==> config.mk <==
export PLATFORM = sky130hd
export DESIGN_NAME = seq_mul_param
export DESIGN_NICKNAME = d
export VERILOG_FILES = /design/src/rtl/seq_mul_param.sv
export SDC_FILE = /design/constraint.sdc
export NUM_CORES = 1
export LEC_CHECK = 0
export ABC_AREA = 1
export BUFFER_PORTS_ARGS = -buffer_cell sky130_fd_sc_hd__buf_2
export CAP_MARGIN = 20
export CORE_MARGIN = 2
export CORE_UTILIZATION = 25
export DETAILED_ROUTE_END_ITERATION = 8
export GPL_TIMING_DRIVEN = 0
export PLACE_DENSITY = 0.45
export SYNTH_ARGS = -nofsm -noshare
export SYNTH_HDL_FRONTEND = slang
export SYNTH_SLANG_ARGS = --single-unit
==> constraint.sdc <==
create_clock -name clk -period 2.1 [get_ports clk]
set_input_delay 0.21 -clock clk [delete_from_list [all_inputs] [get_ports clk]]
set_output_delay 0.21 -clock clk [all_outputs]
set_load 0.01 [all_outputs]
==> src/rtl/seq_mul_param.sv <==
// Parametrised shift-add multiplier: one multiplier bit per clock, signed or unsigned per operation.
// Signed operands are reduced to magnitudes up front and the sign is reapplied to the final product.
module seq_mul_param #(
   parameter int unsigned WIDTH = 32,
   parameter int unsigned CNT_W = $clog2(WIDTH + 1)
) (
   input  logic               clk,
   input  logic               rst_n,
   input  logic               run,
   input  logic               is_signed,
   input  logic [WIDTH-1:0]   multiplicand,
   input  logic [WIDTH-1:0]   multiplier,
   output logic               busy,
   output logic               ready,
   output logic [2*WIDTH-1:0] product
);

   typedef enum logic [1:0] {StIdle, StCalc, StDone} state_e;

   localparam logic [CNT_W-1:0] LastCnt = CNT_W'(WIDTH - 1);

   state_e               state_q, state_d;
   logic                 sgn_q, sgn_d;
   logic [WIDTH-1:0]     mag_a_q, mag_a_d;
   logic [2*WIDTH-1:0]   acc_q, acc_d;
   logic [CNT_W-1:0]     cnt_q, cnt_d;
   logic [2*WIDTH-1:0]   product_q, product_d;
   logic                 ready_q, ready_d;

   logic                 neg_a, neg_b;
   logic [WIDTH-1:0]     mag_a_in, mag_b_in;
   logic [WIDTH:0]       sum;

   always_comb begin
      neg_a    = is_signed & multiplicand[WIDTH-1];
      neg_b    = is_signed & multiplier[WIDTH-1];
      mag_a_in = neg_a ? -multiplicand : multiplicand;
      mag_b_in = neg_b ? -multiplier : multiplier;
      // Carry out of the add lands in the top accumulator bit after the shift.
      sum      = {1'b0, acc_q[2*WIDTH-1:WIDTH]} + {1'b0, (acc_q[0] ? mag_a_q : '0)};
   end

   always_comb begin
      state_d   = state_q;
      sgn_d     = sgn_q;
      mag_a_d   = mag_a_q;
      acc_d     = acc_q;
      cnt_d     = cnt_q;
      product_d = product_q;
      ready_d   = 1'b0;

      unique case (state_q)
         StIdle: begin
            if (run) begin
               sgn_d   = neg_a ^ neg_b;
               mag_a_d = mag_a_in;
               acc_d   = {{WIDTH{1'b0}}, mag_b_in};
               cnt_d   = '0;
               state_d = StCalc;
            end
         end
         StCalc: begin
            acc_d = {sum, acc_q[WIDTH-1:1]};
            cnt_d = cnt_q + 1'b1;
            if (cnt_q == LastCnt) begin
               state_d = StDone;
            end
         end
         StDone: begin
            product_d = sgn_q ? -acc_q : acc_q;
            ready_d   = 1'b1;
            state_d   = StIdle;
         end
         default: state_d = StIdle;
      endcase
   end

   always_ff @(posedge clk or negedge rst_n) begin
      if (!rst_n) begin
         state_q   <= StIdle;
         sgn_q     <= 1'b0;
         mag_a_q   <= '0;
         acc_q     <= '0;
         cnt_q     <= '0;
         product_q <= '0;
         ready_q   <= 1'b0;
      end else begin
         state_q   <= state_d;
         sgn_q     <= sgn_d;
         mag_a_q   <= mag_a_d;
         acc_q     <= acc_d;
         cnt_q     <= cnt_d;
         product_q <= product_d;
         ready_q   <= ready_d;
      end
   end

   assign busy    = (state_q != StIdle);
   assign ready   = ready_q;
   assign product = product_q;

endmodule

=== Yosys cells after proc, flatten, opt, wreduce, memory -nomap -nowiden ===
Cells that the tools add are included.

* Output and inout port bits: 66
* Word-level logic and storage cells: 38
* Memory bits (writable): 0
* Input bits: 68
* Latch bits: 0
* Memories: 0
* Register bits after elaboration: 170
* ROM bits: 0

* Eq/ne operators: 5
* Add/subtract/negate cells: 5
* Muxes and demuxes: 12
* $lt $le $gt $ge: 0
* Reductions and logical operators: 6
* Shift-type cells: 0
* Divide/modulo/power cells: 0
* Bitwise logic cells: 3
* Multipliers: 0

{| class="wikitable"
|+ Operators with widths
! operator !! number
|-
| $mux W64 || 2
|-
| $pmux W64 S2 || 1
|-
| $mux W32 || 3
|-
| $neg A32 Y32 || 2
|-
| $neg A64 Y64 || 1
|-
| $add A32 B32 Y33 || 1
|-
| $pmux W6 S2 || 1
|-
| $add A6 B1 Y6 const B || 1
|-
| $eq A6 B5 Y1 const B || 1
|-
| $mux W6 || 1
|-
| $reduce_and A2 Y1 || 3
|-
| $mux W2 || 2
|-
| $ne A2 B2 Y1 const B || 2
|-
| $pmux W2 S2 || 1
|-
| $reduce_bool A2 Y1 || 2
|-
| $and A1 B1 Y1 || 2
|-
| $eq A2 B1 Y1 const B || 1
|-
| $eq A2 B2 Y1 const B || 1
|-
| $logic_not A2 Y1 || 1
|-
| $mux W1 || 1
|-
| $xor A1 B1 Y1 || 1
|}

=== Longest topological paths before layout ===
* Depth in word-level cells: 4
* Gate-level depth with buffers: 18
* Mapped depth without buffers: 16

=== Worst setup path after synthesis ===
No wires, ideal clock.

* Kind: reg-to-reg
* From: register acc_q[0]
* To: register acc_q[55]
* Required time: 1.982 ns
* Buffers on the path: 2
* Clock period less this slack: 2.305 ns
* Setup time: 0.118 ns
* Stages on the path, launching flop included: 18
* Data arrival time: 2.187 ns
* Slack: -0.205 ns
* Cells stage by stage: dfrtp_1 > buf_2 > clkbuf_1 > nand2_1 > inv_1 > ha_1 > inv_1 > fa_1 > inv_1 > nand2_1 > o21ai_2 > nand2_1 > nand2_1 > nand2_1 > nand3_1 > nand2_1 > nand3_1 > nand2_1

* Cells in the longest elaborated chain, start to end: 3

{| class="wikitable"
|+ Ends and longest elaborated chain
! item !! line !! RTL
|-
| start: declaration || 25 || <nowiki>logic [2*WIDTH-1:0] acc_q, acc_d;</nowiki>
|-
| start signal: assignment || 83 || <nowiki>acc_q <= '0;</nowiki>
|-
| start signal: assignment || 91 || <nowiki>acc_q <= acc_d;</nowiki>
|-
| $mux W32 || 40 || <nowiki>sum = {1'b0, acc_q[2*WIDTH-1:WIDTH]} + {1'b0, (acc_q[0] ? mag_a_q : '0)};</nowiki>
|-
| $add A32 B32 Y33 || 40 ||
|-
| $pmux W64 S2 || 52 || <nowiki>unique case (state_q)</nowiki>
|}

Every way passes these cells.
A chain may end at the register's enable or synchronous reset.

=== Final worst setup path ===
* From: register acc_q[0]
* To: register acc_q[51]

Same word-level chain as after synthesis.

==> flow_metrics.tcl <==
set metrics [dict create \
    drt_iter0_markers 864 \
    row_count 83 \
    drc 0 \
    h-tree-depth 4 \
    tightest_slew_ns 0.9732 \
    clk_pin_slew_ns 0.07 \
    min_from "multiplicand[30]" \
    drt_pass1_iterations 5 \
    use_met1_pct 25.38 \
    use_met2_pct 30.05 \
    clkSinkCount 170 \
    final-hold-violation-count 0 \
    top_usage_layer "met2" \
    synth_cells 1996 \
    fin_crit_ns 2.279 \
    synth_ff_type "dfrtp_1" \
    die_w_um 231.9 \
    fmax_mhz 438.7 \
    relSlewSlack_pct 35.12 \
    io_pins 134 \
    synthesis.area_um2 12980 \
    grt_use_met3_pct 2.750 \
    die_h_um 231.9 \
    grt_max_degree 105 \
    crit_path_max_fanout 6 \
    seq_area_frac_synth_pct 32.77 \
    setup_viol 29 \
    hold_class "input port to flop" \
    leakagePower_uw 0.008294 \
    synth.ff_latch_count 170 \
    arrival_ns 2.62 \
    synth_cell_types 51 \
    antenna_cells 0 \
    cts_buffer_depth 2 \
    setup_slack_ns -0.1794 \
    violations "setup timing" \
    area_growth_syn_to_layout_pct 27.60 \
    synthesis.nets 2101 \
    dieArea_um2 53760 \
    yosys_warnings 0 \
    portBuffers 133 \
    fill_cells 5695 \
    core_region_area_um2 51300 \
    critPathMaxStageDelay_ns 0.34 \
    synth.top_cell.area_share_pct 32.77 \
    routabilityCongestion 0.8699 \
    maxSlewViolCount 0 \
    grt_pass1_wl_um 76270 \
    grt_pass1_vias 13080 \
    cpMaxStageDelayCell "dfrtp_1" \
    worst_setup_path_end_kind "flop" \
    fin_skew_ns 0.01325 \
    grt_overflow 0 \
    powerDensity_nw_per_um2 1488 \
    fin_area_um2 16560 \
    drive_gt1_share_pct 22.45 \
    status "finished, violations left" \
    cts_root_buf "clkbuf_16" \
    fin_crit_sh_pct 108.5 \
    antenna_found_initial 1 \
    antenna_left 0 \
    hpwl_um 40660 \
    dp_cells 2810 \
    cts_tree "built" \
    synth_top_cell_by_area "dfrtp_1" \
    path_delay_family "simple AND/OR/NAND/NOR gates" \
    rsz0062_at_grt "yes" \
    irDropWorstVdd_v 0.0006705 \
    path_class "flop to flop" \
    dpl_cell_area_um2 14560 \
    maxCapViolCount 0 \
    required_ns 2.44 \
    reg2reg_from "acc_q[0]$_DFFE_PN0P_" \
    initial_core_util_pct 25.30 \
    crit_chain "buf_6 -> clkbuf_16 -> nand2_4 -> inv_4 -> ha_4 -> inv_2 -> fa_2 -> inv_2 -> nand2_4 -> o21ai_4 -> nand3_1 -> nand3b_1 -> nand2_1 -> nand2_1 -> o21ai_1" \
    start_kind "flop" \
    grtUsageTotal_pct 18.58 \
    synth_area_leaders "dfrtp_1, nand2_1, inv_1, nand3_1, nor2_1" \
    cts_made_buffers 17 \
    setup.worst_path.start "acc_q[0]$_DFFE_PN0P_" \
    place_ws_ns -0.6066 \
    path_buf_inv 5 \
    async_reset_ff_share_pct 100.0 \
    fin_nets 2292 \
    vias 13370 \
    syn_avg_cell_area_um2 6.504 \
    power_uw 24640 \
    wl_per_cell_um 17.24 \
    synth_edf_count 0 \
    wl_um 49660 \
    final_cells 2880 \
    viasPerCell 4.641 \
    clock_latency_ns 0.46 \
]
kinds of logic (layout without fill, tap and decap cells):
kind of cell | after synthesis | in the layout | share of synthesized area, %
and+or+nand+nor | 1164 | 1165 | 39.08
buffers and inverters | 318 | 521 | 9.754
AOI/OAI and AO/OA | 252 | 252 | 11.06
DFF | 170 | 170 | 32.77
xor gates and xnor gates | 55 | 55 | 3.711
adders and majority gates | 37 | 37 | 3.624
final timing paths:
kind | end | slack [ns] | depth (start not counted)
max | acc_q[51]$_DFFE_PN0P_ | -0.18 | 15
min | mag_a_q[30]$_DFFE_PN0P_ | 0.03 | 4
max reg2reg | acc_q[51]$_DFFE_PN0P_ | -0.18 | 15
min reg2reg | product[38]$_DFFE_PN0P_ | 0.47 | 2
max in group asynchronous | product[47]$_DFFE_PN0P_ | 0.87 | 3
min in group asynchronous | acc_q[29]$_DFFE_PN0P_ | 0.40 | 2
synth_stat cells, types with 15 or more instances:
master	count
nand2_1	670
inv_1	249
nor2_1	193
nand3_1	171
dfrtp_1	170
o21ai_0	115
a21oi_1	58
xor2_1	45
ha_1	36
nand4_1	33
a22oi_1	29
clkbuf_1	27
o21ai_1	17
nand2_2	16
nor2_2	16
buf_2	15
nor3_1	15
cell usage in the layout, fill, tap and decap left out, types with 5 or more instances in the layout:
master and instances:
a21oi_1 43, a21oi_2 15, a22oi_1 29, a31oi_1 6, buf_1 5, buf_2 147
buf_4 31, buf_6 9, clkbuf_1 19, clkbuf_16 18, clkbuf_2 5, dfrtp_1 170
ha_1 7, ha_4 28, inv_1 234, inv_2 26, inv_6 6, nand2_1 614
nand2_2 55, nand2_4 18, nand3_1 145, nand3_2 27, nand3_4 7, nand3b_1 10
nand4_1 33, nor2_1 174, nor2_2 27, nor2_4 17, nor3_1 11, nor3_2 6
o21ai_0 88, o21ai_1 42, o21ai_4 6, o22ai_1 7, xnor2_1 9, xor2_1 42
worst reg2reg max path, delay by kind of cell, from the launching register on:
family / cells / cell delay, ns
fa+ha+maj: 2 / 0.46
simple gates: 6 / 0.56
compound gates: 2 / 0.31
buf+inv: 5 / 0.49
flops: 1 / 0.34
power breakdown:
part	switching, uW	internal (uW)	total (uW)
logic	9120	5570	14700
clock network	1450	1770	3220
registers	2000	4720	6720
metal layers:
| layer | routed length (um) | up-vias |
|---|---|---|
| li1 | - | 6782 |
| met1 | 23550 | 6253 |
| met2 | 22660 | 269 |
| met3 | 2127 | 60 |
| met4 | 1305 | 2 |
| met5 | 13 | - |
sequential cells by signal, indices dropped and copies added (netlist names):
| signal | cells |
|---|---|
| product | 64 |
| sgn_q | 1 |
| state_q | 2 |
| mag_a_q | 32 |
| ready | 1 |
| cnt_q | 6 |
| acc_q | 64 |
repair_timing:
action	in CTS	in global routing
setup buffers	9	25
hold endpoints to repair	104	0
resized for setup	134	135
endpoints found under the setup margin	38	60
pin swaps	26	51
hold buffers	2	0
cloned	1	1
layout make-up:
cell class	instances	area [um^2]	area share, %
repair buffers	171	1031	6.225
clock buffers	17	425.4	2.568
flip-flops and latches	170	4254	25.68
well taps	680	850.8	5.137
multi-input cells	1509	8514	51.41
plain buffers	56	331.6	2.002
inverters	262	993.5	5.998
clock inverters	15	162.7	0.9820
per-stage QoR:
stage,setup TNS [ns],util (%),hold WS (ns)
global route,-7.085,32.29,0.04093
finish,-2.625,32.29,0.03476
global placement,-356.12,28.31,0.4604
detailed placement,-12.52,28.38,0.3455
floorplan,0,-,-0.08559
CTS,-2.141,30.87,0.009393
Note: power is estimated with default switching activity, not from simulation.
